<file path="config.mk">
export PLATFORM = sky130hd
export DESIGN_NAME = sig_conditioner
export DESIGN_NICKNAME = d
export VERILOG_FILES = /design/src/rtl/sig_conditioner_pkg.sv /design/src/rtl/sig_conditioner_ch.sv /design/src/rtl/sig_conditioner.sv
export SDC_FILE = /design/constraint.sdc
export NUM_CORES = 1
export LEC_CHECK = 0
export CORE_MARGIN = 1
export CORE_UTILIZATION = 35
export DETAILED_ROUTE_END_ITERATION = 8
export GPL_TIMING_DRIVEN = 0
export PLACE_DENSITY_LB_ADDON = 0.15
export SLEW_MARGIN = 10
export SYNTH_ARGS = -nofsm -noshare
export SYNTH_HDL_FRONTEND = slang
export SYNTH_SLANG_ARGS = --single-unit
</file>
<file path="constraint.sdc">
create_clock -name clk -period 2.76 [get_ports clk]
set_input_delay 0.828 -clock clk [delete_from_list [all_inputs] [get_ports clk]]
set_output_delay 0.828 -clock clk [all_outputs]
set_load 0.03 [all_outputs]
</file>
<file path="src/rtl/sig_conditioner_pkg.sv">
// rtl/sig_conditioner_pkg.sv - shared limits, P500 pin-group defaults and helpers for sig_conditioner
package sig_conditioner_pkg;

    localparam int SIG_SYNC_MAX = 3;
    localparam int SIG_FILT_MAX = 15;

    // P500 control-pin group: RDY/IRQ/NMI/RES are active low and idle high on the board
    localparam logic [3:0] SIG_P500_INV_MASK  = 4'hF;
    localparam logic [3:0] SIG_P500_RESET_VAL = 4'hF;

    // Filter counter width: enough to hold FILT_LEN-1, never below one bit
    function automatic int sig_cnt_width(input int filt_len);
        return (filt_len > 1) ? $clog2(filt_len) : 1;
    endfunction

endpackage

</file>
<file path="src/rtl/sig_conditioner_ch.sv">
// rtl/sig_conditioner_ch.sv - one channel: synchroniser, glitch filter, polarity and edge pulses
module sig_conditioner_ch
    import sig_conditioner_pkg::*;
#(
    parameter int   SYNC_STAGES = 2,
    parameter int   FILT_LEN    = 4,
    parameter logic INV         = 1'b1,
    parameter logic RESET_VAL   = 1'b1
) (
    input  logic clk,
    input  logic reset_n,
    input  logic en,
    input  logic in,
    input  logic pol_inv,
    output logic out,
    output logic rise,
    output logic fall
);

    localparam int             CW      = sig_cnt_width(FILT_LEN);
    localparam logic [CW-1:0]  CNT_MAX = CW'(FILT_LEN - 1);

    logic          s;
    logic          stable;
    logic          stable_next;
    logic [CW-1:0] cnt;
    logic [CW-1:0] cnt_next;
    logic          out_next;

    generate
        if (SYNC_STAGES == 0) begin : g_bypass
            assign s = in;
        end else begin : g_sync
            logic [SYNC_STAGES-1:0] chain;

            // Synchroniser runs every clock regardless of en
            always_ff @(posedge clk) begin
                if (!reset_n) begin
                    chain <= {SYNC_STAGES{RESET_VAL}};
                end else begin
                    chain[0] <= in;
                    for (int i = 1; i < SYNC_STAGES; i++) begin
                        chain[i] <= chain[i-1];
                    end
                end
            end

            assign s = chain[SYNC_STAGES-1];
        end
    endgenerate

    // Filter decision: accept a new level after FILT_LEN consecutive mismatching en-ticks
    always_comb begin
        stable_next = stable;
        cnt_next    = cnt;
        if (en) begin
            if (s == stable) begin
                cnt_next = '0;
            end else if (cnt == CNT_MAX) begin
                stable_next = s;
                cnt_next    = '0;
            end else begin
                cnt_next = cnt + CW'(1);
            end
        end
    end

    assign out_next = stable_next ^ INV ^ pol_inv;

    // Filter state, polarity-corrected output and edge pulses tied to real filter accepts
    always_ff @(posedge clk) begin
        if (!reset_n) begin
            stable <= RESET_VAL;
            cnt    <= '0;
            out    <= RESET_VAL ^ INV ^ pol_inv;
            rise   <= 1'b0;
            fall   <= 1'b0;
        end else begin
            stable <= stable_next;
            cnt    <= cnt_next;
            out    <= out_next;
            rise   <= (stable_next != stable) && (out_next != out) &&  out_next;
            fall   <= (stable_next != stable) && (out_next != out) && !out_next;
        end
    end

endmodule

</file>
<file path="src/rtl/sig_conditioner.sv">
// rtl/sig_conditioner.sv - multi-channel input conditioner for asynchronous CPU control pins
module sig_conditioner
    import sig_conditioner_pkg::*;
#(
    parameter int               WIDTH       = 4,
    parameter int               SYNC_STAGES = 2,
    parameter int               FILT_LEN    = 4,
    parameter logic [WIDTH-1:0] INV_MASK    = WIDTH'(SIG_P500_INV_MASK),
    parameter logic [WIDTH-1:0] RESET_VAL   = WIDTH'(SIG_P500_RESET_VAL)
) (
    input  logic             clk,
    input  logic             reset_n,
    input  logic             en,
    input  logic [WIDTH-1:0] in,
    input  logic [WIDTH-1:0] pol_inv,
    output logic [WIDTH-1:0] out,
    output logic [WIDTH-1:0] rise,
    output logic [WIDTH-1:0] fall
);

    localparam int SYNC_USED = (SYNC_STAGES > SIG_SYNC_MAX) ? SIG_SYNC_MAX : SYNC_STAGES;
    localparam int FILT_USED = (FILT_LEN > SIG_FILT_MAX) ? SIG_FILT_MAX :
                               (FILT_LEN < 1) ? 1 : FILT_LEN;

    // Channels are fully independent; the top only slices vectors and picks the mask bits
    for (genvar i = 0; i < WIDTH; i++) begin : g_ch
        sig_conditioner_ch #(
            .SYNC_STAGES (SYNC_USED),
            .FILT_LEN    (FILT_USED),
            .INV         (INV_MASK[i]),
            .RESET_VAL   (RESET_VAL[i])
        ) u_ch (
            .clk     (clk),
            .reset_n (reset_n),
            .en      (en),
            .in      (in[i]),
            .pol_inv (pol_inv[i]),
            .out     (out[i]),
            .rise    (rise[i]),
            .fall    (fall[i])
        );
    end

endmodule

</file>
==> results.md <==
Outcome:
- The flow ran to the end, and the final reports show no timing, DRC or antenna violations.

Pwr:
- Per report_power, the clock group accounts for 39.6% of the total.
- The combinational group share of total power is 8.3%.
- The net switching fraction of the power is 21.8%.
- Summed over all nets, the switching power comes to 201 uW.
- In this run the static leakage power is 0.000710 uW.
- The internal power is 719 uW.
- The part of the total power dissipated in sequential elements is 52.0%.
- In this run the power density over the cells is 503 nW/um^2.
- The maximum ir drop on the vdd rail is 279 uV.

Clock network:
- The number of setup buffers added after CTS is 0.
- Clock-pin slew was measured on the worst setup and hold paths at 0.06 ns.
- The later pin in the worst-skew pair is clocked with a latency of 0.28 ns.
- The deepest clock path buffer count is 2.
- The clock buffer count from CTS is 5.
- The quantity of gates resized following cts is 0.
- TritonCTS built the clock tree.
- After clock tree synthesis, the flow added hold-fix buffers numbering 0.
- In this run the clock root is driven by a sky130_fd_sc_hd__clkbuf_8.
- The level count of the clock H-tree is 2.
- The CTS sink count is 32.

Critical path:
- For the worst flop-to-flop path, the logic depth is 4.
- The critical path data required time is 1.93 ns.
- The kind of end point of the critical path is an output port.
- The data arrival time of the worst path is 1.39 ns.
- The largest fanout on the critical path is 3.
- The worst setup path category is reg -> out.
- STA classifies the critical path startpoint as a register.

Finish:
- The post-layout net count is 185.
- The area added between synthesis and finish is 25.6%.
- The number of antenna diodes in the final layout is 0.
- The proportion of layout cells with a drive suffix above 1 is 20.5%.

Floorplanning:
- From left edge to right edge, the die measures 66.5 um.
- Measured along the y axis, the die boundary spans 66.5 um.
- The die covers 4420 um^2.
- The initial utilization of the core area, before any placement, comes to 36.4%.
- During I/O placement, the number of pins put on the boundary was 23.
- The floorplan step defined a core boundary enclosing 4000 um^2.
- The floorplan has 23 rows.

Timing:
- The total negative slack for setup checks is 0 ns.
- The hold violation total from the final report is 0.
- The setup-violating endpoint count in the final report is 0.
- The clock skew is 0.00422 ns.
- The worst setup margin is 0.546 ns.
- The measured slew at the worst slew-check pin is 0.379 ns.
- Of the available clock period, the critical path in the final layout requires 80.2%.
- Measured against its own limit, the worst slew margin works out to 74.6%.
- The peak clock frequency supported by timing is 452 MHz.
- The worst path in the final design needs a cycle of 2.21 ns, including I/O delays and setup.
- The number of pins exceeding their max-slew limit in the final report came to 0.
- Setup repair after global routing left no endpoint under its margin.

Synth:
- The number of different library cells used by synthesis comes to 23.
- Summing every instance area after synthesis gives 1460 um^2.
- The leading area contributor after synthesis is sky130_fd_sc_hd__dfxtp_1.
- Sequential cells were found to cover 44.0% of the synthesized design area.
- In the synthesized netlist, the cells that appear most often are 32 x sky130_fd_sc_hd__dfxtp_1, 14 x sky130_fd_sc_hd__buf_4, 10 x sky130_fd_sc_hd__nand3_1.
- The commonest register cell after synthesis is sky130_fd_sc_hd__dfxtp_1.
- Counting flops with an async set or reset pin after synthesis yields a share of 0%.
- By area the synthesized netlist is led by sky130_fd_sc_hd__dfxtp_1 44%, sky130_fd_sc_hd__buf_4 7.2%, sky130_fd_sc_hd__a21boi_2 4.6%, sky130_fd_sc_hd__nand2b_1 3.9%, sky130_fd_sc_hd__or2b_1 3.6%.
- The synthesized design contains 32 register bits.
- Synthesis handed over a netlist of 141 instances.
- Counting every net in the synthesized netlist gives 156.
- The most instantiated library cell after synthesis is sky130_fd_sc_hd__dfxtp_1.
- The top-area cell type share of the netlist area is 44.0%.
- The average cell area after synthesis is 10.3 um^2.
- Yosys mapped a number of flops with a built-in enable equal to 0.
- The Yosys step of the flow raised 0 warnings.

Drt:
- The via count normalized by instance count is 4.59.
- The number of remaining DRC errors is 0.
- The number of nets still failing antenna checks after routing is 0.
- The number of detailed-routing iterations run before antenna repair is 4.
- The total wire length is 2440 um.
- The routed wire length per instance is 11.0 um.
- The DRC violation total after the first TritonRoute iteration is 21.
- The routed layout has 1014 vias.

Placed design:
- The total half-perimeter wirelength after legalization and detailed placement is 1800 um.
- The worst setup slack after placement is 0.604 ns.
- The number of buffer cells added on primary ports is 22.
- The last weighted congestion value of the routability-driven placer is 0.747.

Global route:
- The via count of the first global-routing pass was 960.
- After global routing the overflow that remains totals 0.
- The maximum number of pins on one net before global-route repair is 11.
- The number of antenna violations at the first check in global routing is 0.
- In the global route stage, overall resource usage came out at 13.3%.
- The first global-routing pass estimated 4220 um of wire.

Worst hold path:
- Counting instances, the worst hold path has a depth of 1.
- The kind of path behind the tightest hold check is reg -> reg.

Job:
- The tool flagged a number of max-cap violations equal to 0.
## layout by cell type (no fill, tap or decap)
cell type	count
sky130_fd_sc_hd__a21boi_0	1
sky130_fd_sc_hd__a21boi_2	6
sky130_fd_sc_hd__a21oi_1	9
sky130_fd_sc_hd__and3b_1	5
sky130_fd_sc_hd__buf_4	14
sky130_fd_sc_hd__buf_6	3
sky130_fd_sc_hd__clkbuf_1	2
sky130_fd_sc_hd__clkbuf_8	6
sky130_fd_sc_hd__clkdlybuf4s50_1	22
sky130_fd_sc_hd__dfxtp_1	32
sky130_fd_sc_hd__ha_1	4
sky130_fd_sc_hd__mux2i_1	4
sky130_fd_sc_hd__nand2b_1	9
sky130_fd_sc_hd__nand3_1	10
sky130_fd_sc_hd__nand3_2	1
sky130_fd_sc_hd__nand3b_1	1
sky130_fd_sc_hd__nand4_1	1
sky130_fd_sc_hd__nor2_1	4
sky130_fd_sc_hd__nor2b_1	8
sky130_fd_sc_hd__nor3_1	4
sky130_fd_sc_hd__nor3b_1	5
sky130_fd_sc_hd__nor3b_2	1
sky130_fd_sc_hd__o21ai_2	4
sky130_fd_sc_hd__or2b_1	7
sky130_fd_sc_hd__xnor2_1	4
sky130_fd_sc_hd__xor2_1	4
## worst max-delay path, stage by stage, from the launching register on
cell	delay [ns]
sky130_fd_sc_hd__dfxtp_1	0.35
sky130_fd_sc_hd__buf_4	0.11
sky130_fd_sc_hd__clkdlybuf4s50_1	0.65
## flip-flops by register name, indices dropped and copies added (netlist names)
| name | flops |
|---|---|
| g_ch.u_ch.out | 4 |
| g_ch.u_ch.cnt | 8 |
| g_ch.u_ch.fall | 4 |
| g_ch.u_ch.stable | 4 |
| g_ch.u_ch.rise | 4 |
| g_ch.u_ch.g_sync.chain | 8 |
## metal layers
layer  GRT usage [%]  up-vias  part of all wire [%]  routed length (um)
li1                -      522                     -                   -
met1            13.8      466                    45                1090
met2            22.3       19                    48                1160
met3            5.65        7                   4.8                 117
met4            7.98        0                   2.6                  63
met5               0        -                     0                   0
## cell type report
cell class,instances,area (um^2)
Sequential cell,32,641
Clock buffer,8,90.1
Multi-Input combinational cell,92,677
Fill cell,394,2170
Timing Repair Buffer,22,220
Tap cell,50,62.6
Buffer,17,139
## metrics by stage
step / cells / util, % / power [uW] / instance area (um^2) / hold WS [ns]
finish: 221 / 45.7 / 920 / 1830 / 0.407
global route: 221 / 45.7 / 971 / 1830 / 0.429
CTS: 221 / 45.7 / 943 / 1830 / 0.410
detailed placement: 213 / 43.5 / 567 / 1740 / 0.394
global placement: 213 / 43.5 / 565 / 1740 / 0.394
floorplan: 141 / - / 533 / 1460 / 0.385
## power by group through the flow
stage / clock, uW / combinational (uW) / sequential [uW]
detailed placement: 0 / 77.8 / 489
finish: 365 / 76.7 / 479
floorplan: 0 / 45.7 / 487
global route: 408 / 83.1 / 480
global placement: 0 / 75.9 / 489
CTS: 387 / 77.8 / 479
## final timing paths
check,startpoint,endpoint,slack (ns)
worst min register to register,g_ch[3].u_ch.g_sync.chain[0]$_SDFF_PN1_,g_ch[3].u_ch.g_sync.chain[1]$_SDFF_PN1_,0.41
worst min-delay path,g_ch[3].u_ch.g_sync.chain[0]$_SDFF_PN1_,g_ch[3].u_ch.g_sync.chain[1]$_SDFF_PN1_,0.41
worst max-delay path,g_ch[0].u_ch.out$_DFF_P_,out[0],0.55
worst max register to register,g_ch[1].u_ch.cnt[0]$_SDFFE_PN0P_,g_ch[1].u_ch.out$_DFF_P_,1.62
## cells by family after synthesis
family                     count (synthesis)  share of synthesized area (%)
and+or+nand+nor                           56                           24.8
DFF                                       32                           44.0
AOI/OAI and AO/OA                         20                           10.7
buffers and inverters                     17                           9.54
xor gates and xnor gates                   8                           4.81
muxes                                      4                           2.75
adders and majority gates                  4                           3.44
(Power assumes the default switching activity.)
